**src/rtl/line_cmd_scheduler_pkg.sv**
```systemverilog
// Shared types and widths for the line command scheduler slice.
// Latency: none (types, constants and a pure helper function only).
// Backpressure: not applicable.
package line_pkg;

    localparam int LP_X_COORD_W = 11;
    localparam int LP_Y_COORD_W = 11;
    localparam int LP_COLOR_W   = 8;

    // Scheduler walks ARB -> LOAD -> START -> DRAW -> ARB
    typedef enum logic [1:0] {
        ARB   = 2'd0,
        LOAD  = 2'd1,
        START = 2'd2,
        DRAW  = 2'd3
    } sched_state_t;

    // Low bit of requester idx's field inside a flattened bus of width-bit fields
    function automatic int slice_lo(input int idx, input int width);
        return idx * width;
    endfunction

endpackage

```
**src/rtl/line_cmd_scheduler_if.sv**
```systemverilog
// Bundles requester, engine and pixel-sink signals of the line command scheduler.
// Latency: wires only.
// Backpressure: requests held until o_gnt; pixel sink has none.
interface line_cmd_scheduler_if
    import line_pkg::*;
#(
    parameter int P_NUM_REQ   = 4,
    parameter int P_X_COORD_W = LP_X_COORD_W,
    parameter int P_Y_COORD_W = LP_Y_COORD_W,
    parameter int P_COLOR_W   = LP_COLOR_W
);
    localparam int LP_SRC_W = $clog2(P_NUM_REQ);

    // requester side
    logic [P_NUM_REQ-1:0]             i_req;
    logic [P_NUM_REQ*P_X_COORD_W-1:0] i_req_x0;
    logic [P_NUM_REQ*P_X_COORD_W-1:0] i_req_x1;
    logic [P_NUM_REQ*P_Y_COORD_W-1:0] i_req_y0;
    logic [P_NUM_REQ*P_Y_COORD_W-1:0] i_req_y1;
    logic [P_NUM_REQ*P_COLOR_W-1:0]   i_req_color;
    logic [P_NUM_REQ-1:0]             o_gnt;
    logic [P_NUM_REQ-1:0]             o_done;
    logic                             o_busy;

    // engine side
    logic [P_X_COORD_W-1:0]           o_eng_x0;
    logic [P_X_COORD_W-1:0]           o_eng_x1;
    logic [P_Y_COORD_W-1:0]           o_eng_y0;
    logic [P_Y_COORD_W-1:0]           o_eng_y1;
    logic                             o_eng_load;
    logic [P_X_COORD_W-1:0]           i_eng_x_val;
    logic [P_Y_COORD_W-1:0]           i_eng_y_val;
    logic                             i_eng_vals_rdy;
    logic                             i_eng_waiting;

    // pixel sink side
    logic                             o_pix_valid;
    logic [P_X_COORD_W-1:0]           o_pix_x;
    logic [P_Y_COORD_W-1:0]           o_pix_y;
    logic [P_COLOR_W-1:0]             o_pix_color;
    logic [LP_SRC_W-1:0]              o_pix_src;
    logic                             o_pix_last;

    modport slave (
        input  i_req, i_req_x0, i_req_x1, i_req_y0, i_req_y1, i_req_color,
        input  i_eng_x_val, i_eng_y_val, i_eng_vals_rdy, i_eng_waiting,
        output o_gnt, o_done, o_busy,
        output o_eng_x0, o_eng_x1, o_eng_y0, o_eng_y1, o_eng_load,
        output o_pix_valid, o_pix_x, o_pix_y, o_pix_color, o_pix_src, o_pix_last
    );

    modport master (
        output i_req, i_req_x0, i_req_x1, i_req_y0, i_req_y1, i_req_color,
        output i_eng_x_val, i_eng_y_val, i_eng_vals_rdy, i_eng_waiting,
        input  o_gnt, o_done, o_busy,
        input  o_eng_x0, o_eng_x1, o_eng_y0, o_eng_y1, o_eng_load,
        input  o_pix_valid, o_pix_x, o_pix_y, o_pix_color, o_pix_src, o_pix_last
    );

endinterface

```
**src/rtl/line_cmd_scheduler_rr_arbiter.sv**
```systemverilog
// Round-robin pick: first active request strictly after the pointer, wrapping.
// Latency: combinational.
// Backpressure: none; caller decides when the grant is taken.
module rr_arbiter #(
    parameter  int P_NUM_REQ = 4,
    localparam int LP_IDX_W  = $clog2(P_NUM_REQ)
) (
    input  logic [P_NUM_REQ-1:0] i_req,
    input  logic [LP_IDX_W-1:0]  i_ptr,
    output logic [P_NUM_REQ-1:0] o_gnt,
    output logic [LP_IDX_W-1:0]  o_idx,
    output logic                 o_any
);

    // Lowest request overall is the wrap-around fallback; lowest above the pointer overrides it
    always_comb begin
        o_idx = '0;
        o_gnt = '0;
        o_any = |i_req;
        for (int j = P_NUM_REQ - 1; j >= 0; j--) begin
            if (i_req[j]) begin
                o_idx = LP_IDX_W'(j);
            end
        end
        for (int j = P_NUM_REQ - 1; j >= 0; j--) begin
            if (i_req[j] && (j > int'(i_ptr))) begin
                o_idx = LP_IDX_W'(j);
            end
        end
        for (int j = 0; j < P_NUM_REQ; j++) begin
            o_gnt[j] = o_any && (o_idx == LP_IDX_W'(j));
        end
    end

endmodule

```
**src/rtl/line_cmd_scheduler.sv**
```systemverilog
// Shares one Bresenham engine among requesters round-robin; tags pixels with colour/source.
// Latency: o_gnt/o_eng_load 1 cycle after ARB accepts; pixels 1 cycle after engine strobe.
// Backpressure: requesters hold i_req until o_gnt; pixel sink must accept every cycle.
module line_cmd_scheduler
    import line_pkg::*;
#(
    parameter int P_NUM_REQ   = 4,
    parameter int P_X_COORD_W = LP_X_COORD_W,
    parameter int P_Y_COORD_W = LP_Y_COORD_W,
    parameter int P_COLOR_W   = LP_COLOR_W
) (
    input  logic                i_clk,
    input  logic                i_reset,
    line_cmd_scheduler_if.slave bus
);

    localparam int LP_SRC_W = $clog2(P_NUM_REQ);

    sched_state_t           state_q, state_d;
    logic [LP_SRC_W-1:0]    ptr_q, ptr_d;
    logic [LP_SRC_W-1:0]    src_q, src_d;
    logic [P_COLOR_W-1:0]   color_q, color_d;
    logic [P_NUM_REQ-1:0]   gnt_q, gnt_d;
    logic [P_X_COORD_W-1:0] eng_x0_q, eng_x0_d, eng_x1_q, eng_x1_d;
    logic [P_Y_COORD_W-1:0] eng_y0_q, eng_y0_d, eng_y1_q, eng_y1_d;
    logic                   eng_load_q, eng_load_d;
    logic                   pix_valid_q, pix_valid_d;
    logic [P_X_COORD_W-1:0] pix_x_q, pix_x_d;
    logic [P_Y_COORD_W-1:0] pix_y_q, pix_y_d;
    logic [P_COLOR_W-1:0]   pix_color_q, pix_color_d;
    logic [LP_SRC_W-1:0]    pix_src_q, pix_src_d;
    logic                   pix_last_q, pix_last_d;
    logic [P_NUM_REQ-1:0]   done_q, done_d;

    logic [P_NUM_REQ-1:0]   arb_gnt;
    logic [LP_SRC_W-1:0]    arb_idx;
    logic                   arb_any;
    logic [P_X_COORD_W-1:0] win_x0, win_x1;
    logic [P_Y_COORD_W-1:0] win_y0, win_y1;
    logic [P_COLOR_W-1:0]   win_color;

    rr_arbiter #(
        .P_NUM_REQ (P_NUM_REQ)
    ) u_rr_arbiter (
        .i_req (bus.i_req),
        .i_ptr (ptr_q),
        .o_gnt (arb_gnt),
        .o_idx (arb_idx),
        .o_any (arb_any)
    );

    // Pull the winning requester's command fields out of the flattened buses
    always_comb begin
        win_x0    = '0;
        win_x1    = '0;
        win_y0    = '0;
        win_y1    = '0;
        win_color = '0;
        for (int k = 0; k < P_NUM_REQ; k++) begin
            if (arb_idx == LP_SRC_W'(k)) begin
                win_x0    = bus.i_req_x0[slice_lo(k, P_X_COORD_W) +: P_X_COORD_W];
                win_x1    = bus.i_req_x1[slice_lo(k, P_X_COORD_W) +: P_X_COORD_W];
                win_y0    = bus.i_req_y0[slice_lo(k, P_Y_COORD_W) +: P_Y_COORD_W];
                win_y1    = bus.i_req_y1[slice_lo(k, P_Y_COORD_W) +: P_Y_COORD_W];
                win_color = bus.i_req_color[slice_lo(k, P_COLOR_W) +: P_COLOR_W];
            end
        end
    end

    // Next-state: arbitration, engine handshake and pixel forwarding
    always_comb begin
        state_d     = state_q;
        ptr_d       = ptr_q;
        src_d       = src_q;
        color_d     = color_q;
        eng_x0_d    = eng_x0_q;
        eng_x1_d    = eng_x1_q;
        eng_y0_d    = eng_y0_q;
        eng_y1_d    = eng_y1_q;
        pix_x_d     = pix_x_q;
        pix_y_d     = pix_y_q;
        pix_color_d = pix_color_q;
        pix_src_d   = pix_src_q;
        gnt_d       = '0;
        eng_load_d  = 1'b0;
        pix_valid_d = 1'b0;
        pix_last_d  = 1'b0;
        done_d      = '0;
        case (state_q)
            ARB: begin
                // Only start a line when the engine is idle, so one line never overlaps another
                if (arb_any && bus.i_eng_waiting) begin
                    eng_x0_d   = win_x0;
                    eng_x1_d   = win_x1;
                    eng_y0_d   = win_y0;
                    eng_y1_d   = win_y1;
                    color_d    = win_color;
                    src_d      = arb_idx;
                    ptr_d      = arb_idx;
                    gnt_d      = arb_gnt;
                    eng_load_d = 1'b1;
                    state_d    = LOAD;
                end
            end
            LOAD: begin
                state_d = START;
            end
            START: begin
                // Engine still reports idle until it has taken the load
                if (!bus.i_eng_waiting) begin
                    state_d = DRAW;
                end
            end
            DRAW: begin
                if (bus.i_eng_vals_rdy) begin
                    pix_valid_d = 1'b1;
                    pix_x_d     = bus.i_eng_x_val;
                    pix_y_d     = bus.i_eng_y_val;
                    pix_color_d = color_q;
                    pix_src_d   = src_q;
                end
                // Engine turning idle marks the pixel of this same cycle as the last one
                if (bus.i_eng_waiting) begin
                    pix_last_d = bus.i_eng_vals_rdy;
                    for (int k = 0; k < P_NUM_REQ; k++) begin
                        done_d[k] = (src_q == LP_SRC_W'(k));
                    end
                    state_d = ARB;
                end
            end
            default: begin
                state_d = ARB;
            end
        endcase
    end

    // State and output registers, synchronous reset
    always_ff @(posedge i_clk) begin
        if (i_reset) begin
            state_q     <= ARB;
            ptr_q       <= LP_SRC_W'(P_NUM_REQ - 1);
            src_q       <= '0;
            color_q     <= '0;
            gnt_q       <= '0;
            eng_x0_q    <= '0;
            eng_x1_q    <= '0;
            eng_y0_q    <= '0;
            eng_y1_q    <= '0;
            eng_load_q  <= 1'b0;
            pix_valid_q <= 1'b0;
            pix_x_q     <= '0;
            pix_y_q     <= '0;
            pix_color_q <= '0;
            pix_src_q   <= '0;
            pix_last_q  <= 1'b0;
            done_q      <= '0;
        end else begin
            state_q     <= state_d;
            ptr_q       <= ptr_d;
            src_q       <= src_d;
            color_q     <= color_d;
            gnt_q       <= gnt_d;
            eng_x0_q    <= eng_x0_d;
            eng_x1_q    <= eng_x1_d;
            eng_y0_q    <= eng_y0_d;
            eng_y1_q    <= eng_y1_d;
            eng_load_q  <= eng_load_d;
            pix_valid_q <= pix_valid_d;
            pix_x_q     <= pix_x_d;
            pix_y_q     <= pix_y_d;
            pix_color_q <= pix_color_d;
            pix_src_q   <= pix_src_d;
            pix_last_q  <= pix_last_d;
            done_q      <= done_d;
        end
    end

    assign bus.o_gnt       = gnt_q;
    assign bus.o_eng_x0    = eng_x0_q;
    assign bus.o_eng_x1    = eng_x1_q;
    assign bus.o_eng_y0    = eng_y0_q;
    assign bus.o_eng_y1    = eng_y1_q;
    assign bus.o_eng_load  = eng_load_q;
    assign bus.o_pix_valid = pix_valid_q;
    assign bus.o_pix_x     = pix_x_q;
    assign bus.o_pix_y     = pix_y_q;
    assign bus.o_pix_color = pix_color_q;
    assign bus.o_pix_src   = pix_src_q;
    assign bus.o_pix_last  = pix_last_q;
    assign bus.o_done      = done_q;
    assign bus.o_busy      = (state_q != ARB);

endmodule

```
**src/flat_wrapper.sv**
```systemverilog
// flat-port wrapper written by rule: the top's interface ports become plain ports
module line_cmd_scheduler_flat import line_pkg::*;
#(
    parameter int P_NUM_REQ   = 4,
    parameter int P_X_COORD_W = LP_X_COORD_W,
    parameter int P_Y_COORD_W = LP_Y_COORD_W,
    parameter int P_COLOR_W   = LP_COLOR_W
)
  (i_clk, i_reset, bus_i_req, bus_i_req_x0, bus_i_req_x1, bus_i_req_y0, bus_i_req_y1, bus_i_req_color, bus_i_eng_x_val, bus_i_eng_y_val, bus_i_eng_vals_rdy, bus_i_eng_waiting, bus_o_gnt, bus_o_done, bus_o_busy, bus_o_eng_x0, bus_o_eng_x1, bus_o_eng_y0, bus_o_eng_y1, bus_o_eng_load, bus_o_pix_valid, bus_o_pix_x, bus_o_pix_y, bus_o_pix_color, bus_o_pix_src, bus_o_pix_last);
  line_cmd_scheduler_if #(.P_NUM_REQ(P_NUM_REQ), .P_X_COORD_W(P_X_COORD_W), .P_Y_COORD_W(P_Y_COORD_W), .P_COLOR_W(P_COLOR_W)) bus_i ();
  input  logic i_clk;
  input  logic i_reset;
  input wire logic [$bits(bus_i.i_req)-1:0] bus_i_req;
  input wire logic [$bits(bus_i.i_req_x0)-1:0] bus_i_req_x0;
  input wire logic [$bits(bus_i.i_req_x1)-1:0] bus_i_req_x1;
  input wire logic [$bits(bus_i.i_req_y0)-1:0] bus_i_req_y0;
  input wire logic [$bits(bus_i.i_req_y1)-1:0] bus_i_req_y1;
  input wire logic [$bits(bus_i.i_req_color)-1:0] bus_i_req_color;
  input wire logic [$bits(bus_i.i_eng_x_val)-1:0] bus_i_eng_x_val;
  input wire logic [$bits(bus_i.i_eng_y_val)-1:0] bus_i_eng_y_val;
  input wire logic [$bits(bus_i.i_eng_vals_rdy)-1:0] bus_i_eng_vals_rdy;
  input wire logic [$bits(bus_i.i_eng_waiting)-1:0] bus_i_eng_waiting;
  output wire logic [$bits(bus_i.o_gnt)-1:0] bus_o_gnt;
  output wire logic [$bits(bus_i.o_done)-1:0] bus_o_done;
  output wire logic [$bits(bus_i.o_busy)-1:0] bus_o_busy;
  output wire logic [$bits(bus_i.o_eng_x0)-1:0] bus_o_eng_x0;
  output wire logic [$bits(bus_i.o_eng_x1)-1:0] bus_o_eng_x1;
  output wire logic [$bits(bus_i.o_eng_y0)-1:0] bus_o_eng_y0;
  output wire logic [$bits(bus_i.o_eng_y1)-1:0] bus_o_eng_y1;
  output wire logic [$bits(bus_i.o_eng_load)-1:0] bus_o_eng_load;
  output wire logic [$bits(bus_i.o_pix_valid)-1:0] bus_o_pix_valid;
  output wire logic [$bits(bus_i.o_pix_x)-1:0] bus_o_pix_x;
  output wire logic [$bits(bus_i.o_pix_y)-1:0] bus_o_pix_y;
  output wire logic [$bits(bus_i.o_pix_color)-1:0] bus_o_pix_color;
  output wire logic [$bits(bus_i.o_pix_src)-1:0] bus_o_pix_src;
  output wire logic [$bits(bus_i.o_pix_last)-1:0] bus_o_pix_last;
  assign bus_i.i_req = bus_i_req;
  assign bus_i.i_req_x0 = bus_i_req_x0;
  assign bus_i.i_req_x1 = bus_i_req_x1;
  assign bus_i.i_req_y0 = bus_i_req_y0;
  assign bus_i.i_req_y1 = bus_i_req_y1;
  assign bus_i.i_req_color = bus_i_req_color;
  assign bus_i.i_eng_x_val = bus_i_eng_x_val;
  assign bus_i.i_eng_y_val = bus_i_eng_y_val;
  assign bus_i.i_eng_vals_rdy = bus_i_eng_vals_rdy;
  assign bus_i.i_eng_waiting = bus_i_eng_waiting;
  assign bus_o_gnt = bus_i.o_gnt;
  assign bus_o_done = bus_i.o_done;
  assign bus_o_busy = bus_i.o_busy;
  assign bus_o_eng_x0 = bus_i.o_eng_x0;
  assign bus_o_eng_x1 = bus_i.o_eng_x1;
  assign bus_o_eng_y0 = bus_i.o_eng_y0;
  assign bus_o_eng_y1 = bus_i.o_eng_y1;
  assign bus_o_eng_load = bus_i.o_eng_load;
  assign bus_o_pix_valid = bus_i.o_pix_valid;
  assign bus_o_pix_x = bus_i.o_pix_x;
  assign bus_o_pix_y = bus_i.o_pix_y;
  assign bus_o_pix_color = bus_i.o_pix_color;
  assign bus_o_pix_src = bus_i.o_pix_src;
  assign bus_o_pix_last = bus_i.o_pix_last;
  line_cmd_scheduler #(.P_NUM_REQ(P_NUM_REQ), .P_X_COORD_W(P_X_COORD_W), .P_Y_COORD_W(P_Y_COORD_W), .P_COLOR_W(P_COLOR_W)) u_core (.i_clk(i_clk), .i_reset(i_reset), .bus(bus_i));
endmodule
```
**config.mk**
```make
export PLATFORM = sky130hd
export DESIGN_NAME = line_cmd_scheduler_flat
export DESIGN_NICKNAME = d
export VERILOG_FILES = /design/src/rtl/line_cmd_scheduler_pkg.sv /design/src/rtl/line_cmd_scheduler_if.sv /design/src/rtl/line_cmd_scheduler_rr_arbiter.sv /design/src/rtl/line_cmd_scheduler.sv /design/src/flat_wrapper.sv
export SDC_FILE = /design/constraint.sdc
export NUM_CORES = 1
export LEC_CHECK = 0
export CAP_MARGIN = 25
export CELL_PAD_IN_SITES_DETAIL_PLACEMENT = 0
export CELL_PAD_IN_SITES_GLOBAL_PLACEMENT = 2
export CORE_MARGIN = 2
export CORE_UTILIZATION = 21
export DETAILED_ROUTE_END_ITERATION = 6
export PLACE_DENSITY_LB_ADDON = 0.3
export SYNTH_ARGS = -nofsm -noshare
export SYNTH_HDL_FRONTEND = slang
export SYNTH_HIERARCHICAL = 1
export SYNTH_SLANG_ARGS = --single-unit
```
**constraint.sdc**
```tcl
create_clock -name i_clk -period 3.1 [get_ports i_clk]
set_clock_uncertainty 0.2 [all_clocks]
set_input_delay 0.465 -clock i_clk [delete_from_list [all_inputs] [get_ports i_clk]]
set_output_delay 0.465 -clock i_clk [all_outputs]
set_load 0.01 [all_outputs]
```
; Word-level counts from Yosys, hierarchy flattened
; Cells that the tools add are included.
; W data, S select, Z words.
[classes]
n_lt_le_gt_ge = 3
n_eq_ne = 12
mux = 33
n_bitwise = 4
reduce_logical = 20
[op_table]
columns = op, n
row1 = $mux W11, 16
row2 = $mux W8, 4
row3 = $mux W2, 10
row4 = $eq A2 B2 Y1 const B, 6
row5 = $logic_and A1 B1 Y1, 8
row6 = $pmux W2 S4, 1
row7 = $eq A2 B1 Y1 const B, 3
row8 = $logic_not A2 Y1, 3
row9 = $reduce_or A3 Y1, 2
row10 = $gt A2 B2 Y1 const A, 2
row11 = $ne A2 B2 Y1 const B, 2
row12 = $not A1 Y1, 4
row13 = $reduce_and A2 Y1, 2
row14 = $reduce_or A2 Y1, 2
row15 = $reduce_or A4 Y1, 1
row16 = $reduce_and A3 Y1, 1
row17 = $gt A1 B2 Y1 const A, 1
row18 = $mux W1, 2
row19 = $ne A2 B1 Y1 const B, 1
row20 = $reduce_bool A2 Y1, 1
[totals]
register_bits = 101
elab_cells = 89

; Depth between registers and ports, before layout
; Gate-level depths: netlist of the first run.
[depth]
depth_word = 12
depth_mapped = 7
depth_no_buf = 5

; Cells and area by module
; The synthesis of the first run kept the hierarchy.
[modules_own_cells]
columns = module, instances, cells_per_inst, area_per_inst_um2
row1 = line_cmd_scheduler, 1, 379, 4526.8
row2 = rr_arbiter, 1, 28, 167.7

; Worst setup path before layout of the first run
; Ideal clock, no wire load.
[synth_timing]
kind = in2reg
from = input bus_i_req[1]
to = register u_core.eng_x0_q[5] (netlist: u_core/bus.o_eng_x0[5])
setup_ns = 0.117
arrival_time_ns = 1.916
required_time_ns = 2.783
setup_slack_ns = 0.868
cell_stages = 7
path_buffers = 2
path_cell_list = nor2_2 > inv_2 > a311oi_1 > buf_4 > clkbuf_1 > mux4_2 > a22o_1
[synth_via]
elab_chain_cells = 10
word_cells_on_any_way = 17
[synth_lines]
columns = item, line_no
row1 = "start, declared", flat_wrapper.sv:13  ; input wire logic [$bits(bus_i.i_req)-1:0] bus_i_req;
row2 = $mux W2 (2 in series), line_cmd_scheduler_rr_arbiter.sv:21  ; if (i_req[j]) begin
row3 = $mux W2 (2 in series), line_cmd_scheduler_rr_arbiter.sv:26  ; if (i_req[j] && (j > int'(i_ptr))) begin
row4 = $mux W2 (*), line_cmd_scheduler_rr_arbiter.sv:26
row5 = via u_core.arb_idx[1], line_cmd_scheduler.sv:36  ; logic [LP_SRC_W-1:0] arb_idx;
row6 = $logic_not A2 Y1, line_cmd_scheduler.sv:60  ; if (arb_idx == LP_SRC_W'(k)) begin
row7 = $mux W11 (3 in series), line_cmd_scheduler.sv:60
row8 = $mux W11 (*), line_cmd_scheduler.sv:60
row9 = "end signal, assigned", line_cmd_scheduler.sv:163  ; eng_x0_q <= eng_x0_d;
row10 = "end, declared", line_cmd_scheduler.sv:24  ; logic [P_X_COORD_W-1:0] eng_x0_q, eng_x0_d, eng_x1_q, eng_x1_d;
; Mark *: on every way through the listed nets, which the timed path passes. The rest lies on a longest branch.
; A chain may end at the register's enable or synchronous reset.

; Worst setup path after layout of the first run
[layout_timing]
from = input bus_i_req[1]
to = register u_core.eng_x1_q[2] (netlist: u_core/bus.o_eng_x1[2])
[layout_via]
elab_chain_cells = 10
word_cells_on_any_way = 17
[layout_lines]
columns = item, line_no
row1 = $mux W2 (2 in series), line_cmd_scheduler_rr_arbiter.sv:21
row2 = $mux W2 (2 in series), line_cmd_scheduler_rr_arbiter.sv:26
row3 = $mux W2 (*), line_cmd_scheduler_rr_arbiter.sv:26
row4 = via u_core.arb_idx[0], line_cmd_scheduler.sv:36
row5 = $logic_not A2 Y1, line_cmd_scheduler.sv:60
row6 = $mux W11 (3 in series), line_cmd_scheduler.sv:60
row7 = $mux W11 (*), line_cmd_scheduler.sv:60
row8 = "end signal, assigned", line_cmd_scheduler.sv:164  ; eng_x1_q <= eng_x1_d;
row9 = "end, declared", line_cmd_scheduler.sv:24
; Marks and branches as above.

==> impl_metrics.json, run 1 <==
{
  "status": "complete, no violations",
  "drive_above_1_share": 0.1252,
  "grt_pass1_vias": 4946,
  "area_delta_synth_final_pct": 83.53,
  "max_cap_violations": 0,
  "async_flop_share": 0,
  "postCtsSetupBuffers": 0,
  "synth_fp_nets": 648,
  "clkLatencyLatePin_ns": 0.35,
  "io_buffers": 325,
  "postSynthAreaPerCell_um2": 11.53,
  "post-place-ws_ns": 0.1836,
  "cp-end-kind": "flop",
  "p_clk_frac": 0.256,
  "syn_area_mm2": 0.004695,
  "timing.fmax_mhz": 393.1,
  "dp_cells": 991,
  "grt_pass1_wl_um": 27460,
  "die_h_um": 153.5,
  "initial_core_util": 0.2144,
  "fin_setup_tns_ns": 0,
  "seq_power_share": 0.339,
  "finalWeightedCongestion": 0.7702,
  "leakagePower_nw": 3.085,
  "drv_slew": 0,
  "row_count": 54,
  "drt-pass1-iter-count": 4,
  "drtIter0Drc": 157,
  "cts_root_buf": "clkbuf_16",
  "vdd_drop_max_uv": 253.5,
  "via_count": 4498,
  "ys.flop_type": "dfxtp_1",
  "yosys.cell_types.count": 35,
  "clockBufferDepth": 2,
  "ant_nets": 0,
  "cts_resized": 0,
  "timing.hold.ws_ns": 0.2544,
  "critPathRequiredTime_ns": 3.14,
  "grt_overflow_total": 0,
  "synth_warnings": 6,
  "cts_tree": "built",
  "switchingPower_w": 0.001462,
  "ys_seq_area_frac": 0.4307,
  "setup_viol": 0,
  "nNetsFinal": 963,
  "criticalPathCategory": "in -> reg",
  "die_w_um": 153.5,
  "timing.final.ws_setup_ns": 0.5562,
  "maxSlewHeadroom": 0.5486,
  "drc_errors": 0,
  "ys_ff_latch": 101,
  "wl_per_cell_um": 17.85,
  "rsz0062_at_grt": "no",
  "crit_arrival_ns": 2.58,
  "hold_viol": 0,
  "fillers": 2115,
  "core_area_mm2": 0.02189,
  "swShare": 0.2981,
  "syn_inst": 407,
  "io_pins": 326,
  "antenna_found_initial": 1,
  "period_minus_slack_ns": 2.544,
  "viasPerCell": 4.462,
  "dieArea_mm2": 0.02357,
  "postRouteWirelength_um": 17990,
  "postCtsHoldBufs": 0,
  "grt_usage": 0.1490,
  "dp.final_hpwl_um": 14480,
  "pwr-share-comb": 0.405,
  "fin_crit_sh": 0.8206,
  "p_int_w": 0.003443,
  "worstPathMaxFanout": 21,
  "worst_slew_pin_slew_ns": 0.6771,
  "grt_max_degree": 45,
  "cts_htree_levels": 3,
  "hp-class": "reg -> reg",
  "critPathLaunchType": "input port",
  "path_clk_slew_ns": 0.07,
  "final_cells": 1008,
  "clkSinkCount": 101,
  "cts-buffers-inserted": 9,
  "synth_edf_count": 0,
  "p_per_area_mw_per_mm2": 569.3
}
[cells in the final DEF (no fill, tap or decap), types with 6 or more instances in the layout]
cell             instances
mux4_2                  49
clkbuf_16                9
nand2_1                 77
dfxtp_1                101
a21oi_1                 40
a22o_1                  52
nor2_1                   6
clkdlybuf4s50_1        324
inv_1                    6
buf_4                   11
[synthesized netlist by cell type (2+ instances only)]
cell type  instances  area (um2)
mux4_2            49        1104
a22o_1            52       455.4
nor2_2             2       12.51
mux4_1             3       78.83
nor2_1             6       22.52
a211oi_1           2       15.01
nand2b_1           4       25.02
buf_4              2       15.01
dfxtp_1          101        2022
clkbuf_1          12       45.04
nand2b_2           2       17.52
buf_2             16       80.08
inv_1              6       22.52
a21oi_1           40       200.2
and3_1             2       12.51
buf_6              6       67.56
nor3b_1            2       15.01
and2_1             5       31.28
ha_1               3       37.54
nand2_1           77       289.0
[power groups by stage]
stage               clock [W]  combinational [W]  sequential [W]
floorplan                   0            0.00102         0.00174
global placement            0            0.00199         0.00169
detailed placement          0            0.00202         0.00169
CTS                   0.00130            0.00202         0.00166
global route          0.00134            0.00213         0.00169
finish                0.00126            0.00199         0.00166
[path summary, 6_finish.rpt]
kind | start | endpoint | slack (ns) | cells after the start
setup reg to reg | u_core/ptr_q[0] | u_core/bus.o_eng_x1[2] | 0.77 | 6
setup / recovery | bus_i_req[1] | u_core/bus.o_eng_x1[2] | 0.56 | 7
hold / removal | u_core/bus.o_pix_y[8] | u_core/bus.o_pix_y[8] | 0.25 | 2
hold reg to reg | u_core/bus.o_pix_y[8] | u_core/bus.o_pix_y[8] | 0.25 | 2
[layout make-up]
cell class                      count  area [um2]  area share
Timing Repair Buffer              340        3411      0.3959
Multi-Input combinational cell    263        2471      0.2868
Sequential cell                   101        2022      0.2347
Tap cell                          280       350.3     0.04066
Clock buffer                        9       225.2     0.02614
Clock inverter                      7       107.6     0.01249
Inverter                            7       26.28    0.003050
Antenna cell                        1       2.502   0.0002904
[critical path: stages]
cell and delay [ns]:
clkdlybuf4s50_1 0.57, nand2b_2 0.13, a21oi_1 0.19, a211o_4 0.25, buf_12 0.23, mux4_2 0.53, a22o_1 0.19
[through the flow]
stage | util | power [W] | cell area (um2)
final | 0.3936 | 0.004905 | 8616
after global routing | 0.3935 | 0.005161 | 8613
after CTS | 0.3935 | 0.004987 | 8613
after detailed placement | 0.3783 | 0.003707 | 8280
after global placement | 0.3783 | 0.003671 | 8280
after floorplan | - | 0.002758 | 4695
[layer usage]
layer | part of all wire | track usage | vias up
met1 | 0.35 | 0.1487 | 2080
li1 | - | - | 2164
met3 | 0.096 | 0.05383 | 28
met2 | 0.53 | 0.2777 | 226
met4 | 0.031 | 0.06291 | 0
met5 | 0 | 0 | -
[kinds of logic after synthesis]
family | after synthesis | synth area share
muxes | 54 | 0.2564
and+or+nand+nor | 104 | 0.09675
adders and majority gates | 3 | 0.007997
DFF | 101 | 0.4307
buffers and inverters | 43 | 0.04984
AOI/OAI and AO/OA | 102 | 0.1583
[flip-flops by register name, summed over array words and instances, names as in the netlist, 2 cells and up]
name and count:
u_core/bus.o_pix_color 8, u_core/src_q 2, u_core/bus.o_eng_x0 11, u_core/ptr_q 2, u_core/bus.o_pix_y 11, u_core/bus.o_pix_src 2
u_core/bus.o_eng_y1 11, u_core/bus.o_pix_x 11, u_core/bus.o_eng_x1 11, u_core/bus.o_eng_y0 11, u_core/bus.o_gnt 4, u_core/state_q 2
u_core/color_q 8, u_core/bus.o_done 4
Note: power is estimated with default switching activity, not from simulation.
==> run 2: changes to the inputs <==
- CORE_UTILIZATION: 21 -> 20
- clock period: 3.1 -> 2.5 ns (I/O delays scaled with it)
==> run 2 against run 1 <==
Power increased by 22%. Design area increased by 1.5%. Highest routed layer unchanged. Critical endpoint is now u_core/bus.o_eng_x0[1]. Clock-buffer cell count unchanged. Setup slack got worse by 0.41 ns. Die area increased by 4.9%. Critical path depth increased by 1. Sequential power increased by 23%.
==> impl_metrics.json, run 2 (synthesis gave the netlist of run 1 again) <==
{
  "status": "complete, no violations",
  "setup_viol": 0,
  "finalWeightedCongestion": 0.7656,
  "final_cells": 1060,
  "area_delta_synth_final_pct": 86.19,
  "fin_setup_tns_ns": 0,
  "die_h_um": 157.2,
  "worstPathCellList": "clkdlybuf4s50_1, inv_1, o21ai_1, a211o_4, buf_12, buf_12, mux4_2, a22o_1",
  "cp-end-kind": "flop",
  "critPathRequiredTime_ns": 2.56,
  "cts_htree_levels": 3,
  "period_minus_slack_ns": 2.351,
  "io_buffers": 325,
  "fillers": 2357,
  "vdd_drop_max_uv": 366.8,
  "hold_viol": 0,
  "drive_above_1_share": 0.1394,
  "cts-buffers-inserted": 9,
  "nNetsFinal": 975,
  "min_from": "i_reset",
  "rsz0062_at_grt": "no",
  "postCtsHoldBufs": 0,
  "worst_slew_pin_slew_ns": 0.3767,
  "grt_overflow_total": 0,
  "clkSinkCount": 101,
  "worstPathMaxFanout": 14,
  "initial_core_util": 0.2018,
  "fin_crit_sh": 0.9402,
  "critPathLaunchType": "input port",
  "row_count": 56,
  "hp-class": "in -> reg",
  "grt_pass1_wl_um": 27210,
  "multiInputGateArea_mm2": 0.002471,
  "timing.fmax_mhz": 425.4,
  "postCtsSetupBuffers": 0,
  "seqCellArea_mm2": 0.002022,
  "path_buf_inv": 4,
  "dieArea_mm2": 0.02471,
  "dp.final_hpwl_um": 14810,
  "viasPerCell": 4.264,
  "drv_slew": 0,
  "drtIter0Drc": 182,
  "grt_usage": 0.1449,
  "via_count": 4520,
  "criticalPathCategory": "in -> reg",
  "maxSlewHeadroom": 0.7489,
  "grt_pass1_vias": 4936,
  "max_cap_violations": 0,
  "timing.hold.ws_ns": 0.1281,
  "grt_max_degree": 42,
  "postRouteWirelength_um": 18090,
  "ant_nets": 0,
  "dp_cells": 1042,
  "crit_top_cell": "buf_12",
  "die_w_um": 157.2,
  "io_pins": 326,
  "leakagePower_nw": 3.128,
  "r2r-start": "u_core/ptr_q[1]",
  "drt-pass1-iter-count": 4,
  "layout_commonest_cell": "clkdlybuf4s50_1",
  "critPathSlowestCell": "clkdlybuf4s50_1",
  "p_per_area_mw_per_mm2": 682.9,
  "slowest_delay_ns": 0.57,
  "cpLargestDelayFamily": "buffers and inverters",
  "clockBufferDepth": 2,
  "clkLatencyLatePin_ns": 0.35,
  "antenna_found_initial": 0,
  "final_cell_mix": "clkdlybuf4s50_1 (324), dfxtp_1 (101), nand2_1 (77), a22o_1 (52), mux4_2 (49)",
  "crit_arrival_ns": 2.41,
  "wl_per_cell_um": 17.07,
  "path_clk_slew_ns": 0.08,
  "cts_resized": 0,
  "drc_errors": 0,
  "startpoint": "bus_i_req[1]",
  "cts_tree": "built",
  "p_total_w": 0.005969,
  "cts_root_buf": "clkbuf_16",
  "core_area_mm2": 0.02326
}
run 2: cell types whose count changed in the layout (fill, tap and decap cells not counted), sizes merged:
cell      before  now
buf           16   28
diode          1    2
bufinv         2    0
inv            9   11
clkinvlp       1    2
clkinv         2    1
run 2: per-layer routing:
layer  GRT usage  share of wire  vias up
li1            -              -     2192
met1      0.1489           0.36     2110
met2      0.2737           0.54      201
met3     0.05369          0.089       17
met4     0.04069          0.014        0
met5           0              0        -
run 2: worst paths after layout:
path,endpoint,slack (ns),cells past startpoint
min,u_core/src_q[1],0.13,2
min reg2reg,u_core/bus.o_pix_x[8],0.26,2
max reg2reg,u_core/bus.o_eng_x0[1],0.30,6
max,u_core/bus.o_eng_x0[1],0.15,8
run 2: cell type report:
class,count,share of cell area
antenna,2,0.0005726
clock buffer,9,0.02577
clock inverter,7,0.007587
inverter,7,0.003006
multi-input combinational,263,0.2827
sequential,101,0.2313
tap,319,0.04566
timing repair buffer,352,0.4034
run 2: where the power goes:
| group | switching, W | total (W) | internal (W) | leakage, nW |
|---|---|---|---|---|
| Clock | 0.000704 | 0.00141 | 0.000703 | 0.138 |
| Combinational | 0.000966 | 0.00251 | 0.00154 | 2.17 |
| Sequential | 0.000169 | 0.00205 | 0.00189 | 0.823 |
run 2: per-stage QoR:
stage / utilization / area (um2) / setup WS, ns
finish: 0.3758 / 8741 / 0.1494
global route: 0.3755 / 8736 / 0.001450
CTS: 0.3755 / 8736 / 0.1051
detailed placement: 0.3630 / 8444 / -0.2823
global placement: 0.3630 / 8444 / -0.2459
floorplan: - / 4695 / 0.3577
==> run 3: changes to the inputs <==
- CTS_CLUSTER_DIAMETER: default -> 40
- GPL_TIMING_DRIVEN: default -> 0
- REMOVE_ABC_BUFFERS: default -> 1
==> run 3 against run 2 <==
Die area unchanged. Non-clock buffer count down 10. Combinational power up 5%. Critical endpoint is now u_core/color_q[7]. First-iteration DRC count down 7.1%. Wire length up 2.0%. Sequential power about the same. Clock power up 7%. Global-route usage up 0.058 points.
==> impl_metrics.json, run 3 (synthesis gave the netlist of run 1 again) <==
{
  "status": "complete, no violations",
  "io_buffers": 325,
  "setup_viol": 0,
  "worst_slew_pin_slew_ns": 0.8736,
  "cts_tree": "built",
  "rsz0062_at_grt": "no",
  "drt-pass1-iter-count": 4,
  "path_clk_slew_ns": 0.08,
  "hp-class": "reg -> reg",
  "worstPathCellList": "nand2b_2, o21ai_4, a211o_4, buf_4, buf_4, mux4_2, a22o_1",
  "postRouteWirelength_um": 18460,
  "grt_pass1_wl_um": 26860,
  "viasPerCell": 4.394,
  "die_h_um": 157.2,
  "cpLargestDelayFamily": "compound AO/OA/AOI/OAI gates",
  "clockBufferDepth": 2,
  "crit_top_cell": "buf_4",
  "cp-end-kind": "flop",
  "seqCellArea_mm2": 0.002024,
  "wl_per_cell_um": 17.56,
  "leakagePower_nw": 3.165,
  "drc_errors": 0,
  "worstPathMaxFanout": 6,
  "fin_crit_sh": 0.9524,
  "cts-buffers-inserted": 9,
  "initial_core_util": 0.2018,
  "layout_commonest_cell": "clkdlybuf4s50_1",
  "critPathSlowestCell": "mux4_2",
  "timing.hold.ws_ns": 0.2546,
  "core_area_mm2": 0.02326,
  "final_cell_mix": "clkdlybuf4s50_1 (320), dfxtp_1 (99), nand2_1 (77), a22o_1 (52), mux4_2 (49)",
  "maxSlewHeadroom": 0.4176,
  "cts_htree_levels": 3,
  "via_count": 4618,
  "antenna_found_initial": 1,
  "timing.final.ws_setup_ns": 0.1190,
  "io_pins": 326,
  "drtIter0Drc": 169,
  "hold_viol": 0,
  "area_delta_synth_final_pct": 88.01,
  "cts_root_buf": "clkbuf_16",
  "dieArea_mm2": 0.02471,
  "dp.final_hpwl_um": 13770,
  "row_count": 56,
  "fillers": 2268,
  "drv_slew": 0,
  "fin_setup_tns_ns": 0,
  "clkSinkCount": 101,
  "slowest_delay_ns": 0.46,
  "post-place-ws_ns": -0.9361,
  "finalWeightedCongestion": 0.7448,
  "grt_max_degree": 46,
  "vdd_drop_max_uv": 323.9,
  "die_w_um": 157.2,
  "nNetsFinal": 967,
  "grt_overflow_total": 0,
  "crit_arrival_ns": 2.42,
  "criticalPathCategory": "reg -> reg",
  "p_per_area_mw_per_mm2": 702.1,
  "path_buf_inv": 2,
  "timing.fmax_mhz": 420.0,
  "multiInputGateArea_mm2": 0.002541,
  "period_minus_slack_ns": 2.381,
  "drive_above_1_share": 0.1382,
  "max_cap_violations": 0,
  "ant_nets": 0,
  "critPathLaunchType": "flop",
  "critPathRequiredTime_ns": 2.54,
  "grt_pass1_vias": 4736,
  "grt_usage": 0.1455,
  "clkLatencyLatePin_ns": 0.36
}
==> run 3: cell count changes in the layout (fill, tap and decap cells not counted), sizes merged, moves of 2 or more <==
cell	before	now
clkdlybuf4s50	324	320
dlygate4sd2	0	3
clkinvlp	2	0
buf	28	17
==> run 3: power breakdown <==
| part | total, W | leakage [nW] | switching (W) | internal [W] |
|---|---|---|---|---|
| Sequential | 0.00206 | 0.822 | 0.000175 | 0.00189 |
| Clock | 0.00151 | 0.154 | 0.000702 | 0.000803 |
| Combinational | 0.00263 | 2.19 | 0.00105 | 0.00158 |
| Total | 0.00620 | 3.17 | 0.00192 | 0.00427 |
==> run 3: routing by layer <==
layer / track usage / vias up / wire length [um]
met1: 0.1666 / 2204 / 7220
li1: - / 2184 / -
met3: 0.04488 / 12 / 1542
met5: 0 / - / 0
met2: 0.2616 / 218 / 9496
met4: 0.03939 / 0 / 197
==> run 3: repair_timing <==
item,in CTS,in global routing
buffers inserted,7,1
resized for setup,13,3
hold buffers,0,0
endpoints found under the setup margin,52,43
cloned,3,0
pin swaps,4,1
==> run 3: per-stage QoR <==
| stage | cell area, um2 | utilization | std cells | total power [W] |
|---|---|---|---|---|
| 2_1_floorplan | 4487 | - | 371 | 0.003395 |
| 3_3_place_gp | 8139 | 0.3499 | 1015 | 0.004587 |
| 3_5_place_dp | 8314 | 0.3574 | 1023 | 0.004580 |
| 4_1_cts | 8805 | 0.3785 | 1049 | 0.006313 |
| 5_1_grt | 8826 | 0.3794 | 1051 | 0.006553 |
| 6_report | 8826 | 0.3794 | 1051 | 0.006197 |
==> run 3: area by class of cell <==
cell class              count  share of cell area
repair buffers            342              0.3988
multi-input cells         265              0.2879
flip-flops and latches    101              0.2294
well taps                 319             0.04522
clock buffers               9             0.02552
clock inverters             7            0.009923
inverters                   7            0.002977
diodes                      1           0.0002835
==> run 3: tightest hold or removal path, delay by kind of cell, from the launching register on <==
| kind | cells | cell delay, ns |
|---|---|---|
| flops | 1 | 0.31 |
| compound gates | 1 | 0.05 |
| simple gates | 1 | 0.05 |
==> run 3: path summary, 6_finish.rpt <==
path,from,end,slack [ns],depth (start not counted)
min,u_core/bus.o_pix_color[4],u_core/bus.o_pix_color[4],0.25,2
max reg2reg,u_core/ptr_q[0],u_core/color_q[7],0.12,7
max,u_core/ptr_q[0],u_core/color_q[7],0.12,7
min reg2reg,u_core/bus.o_pix_color[4],u_core/bus.o_pix_color[4],0.25,2
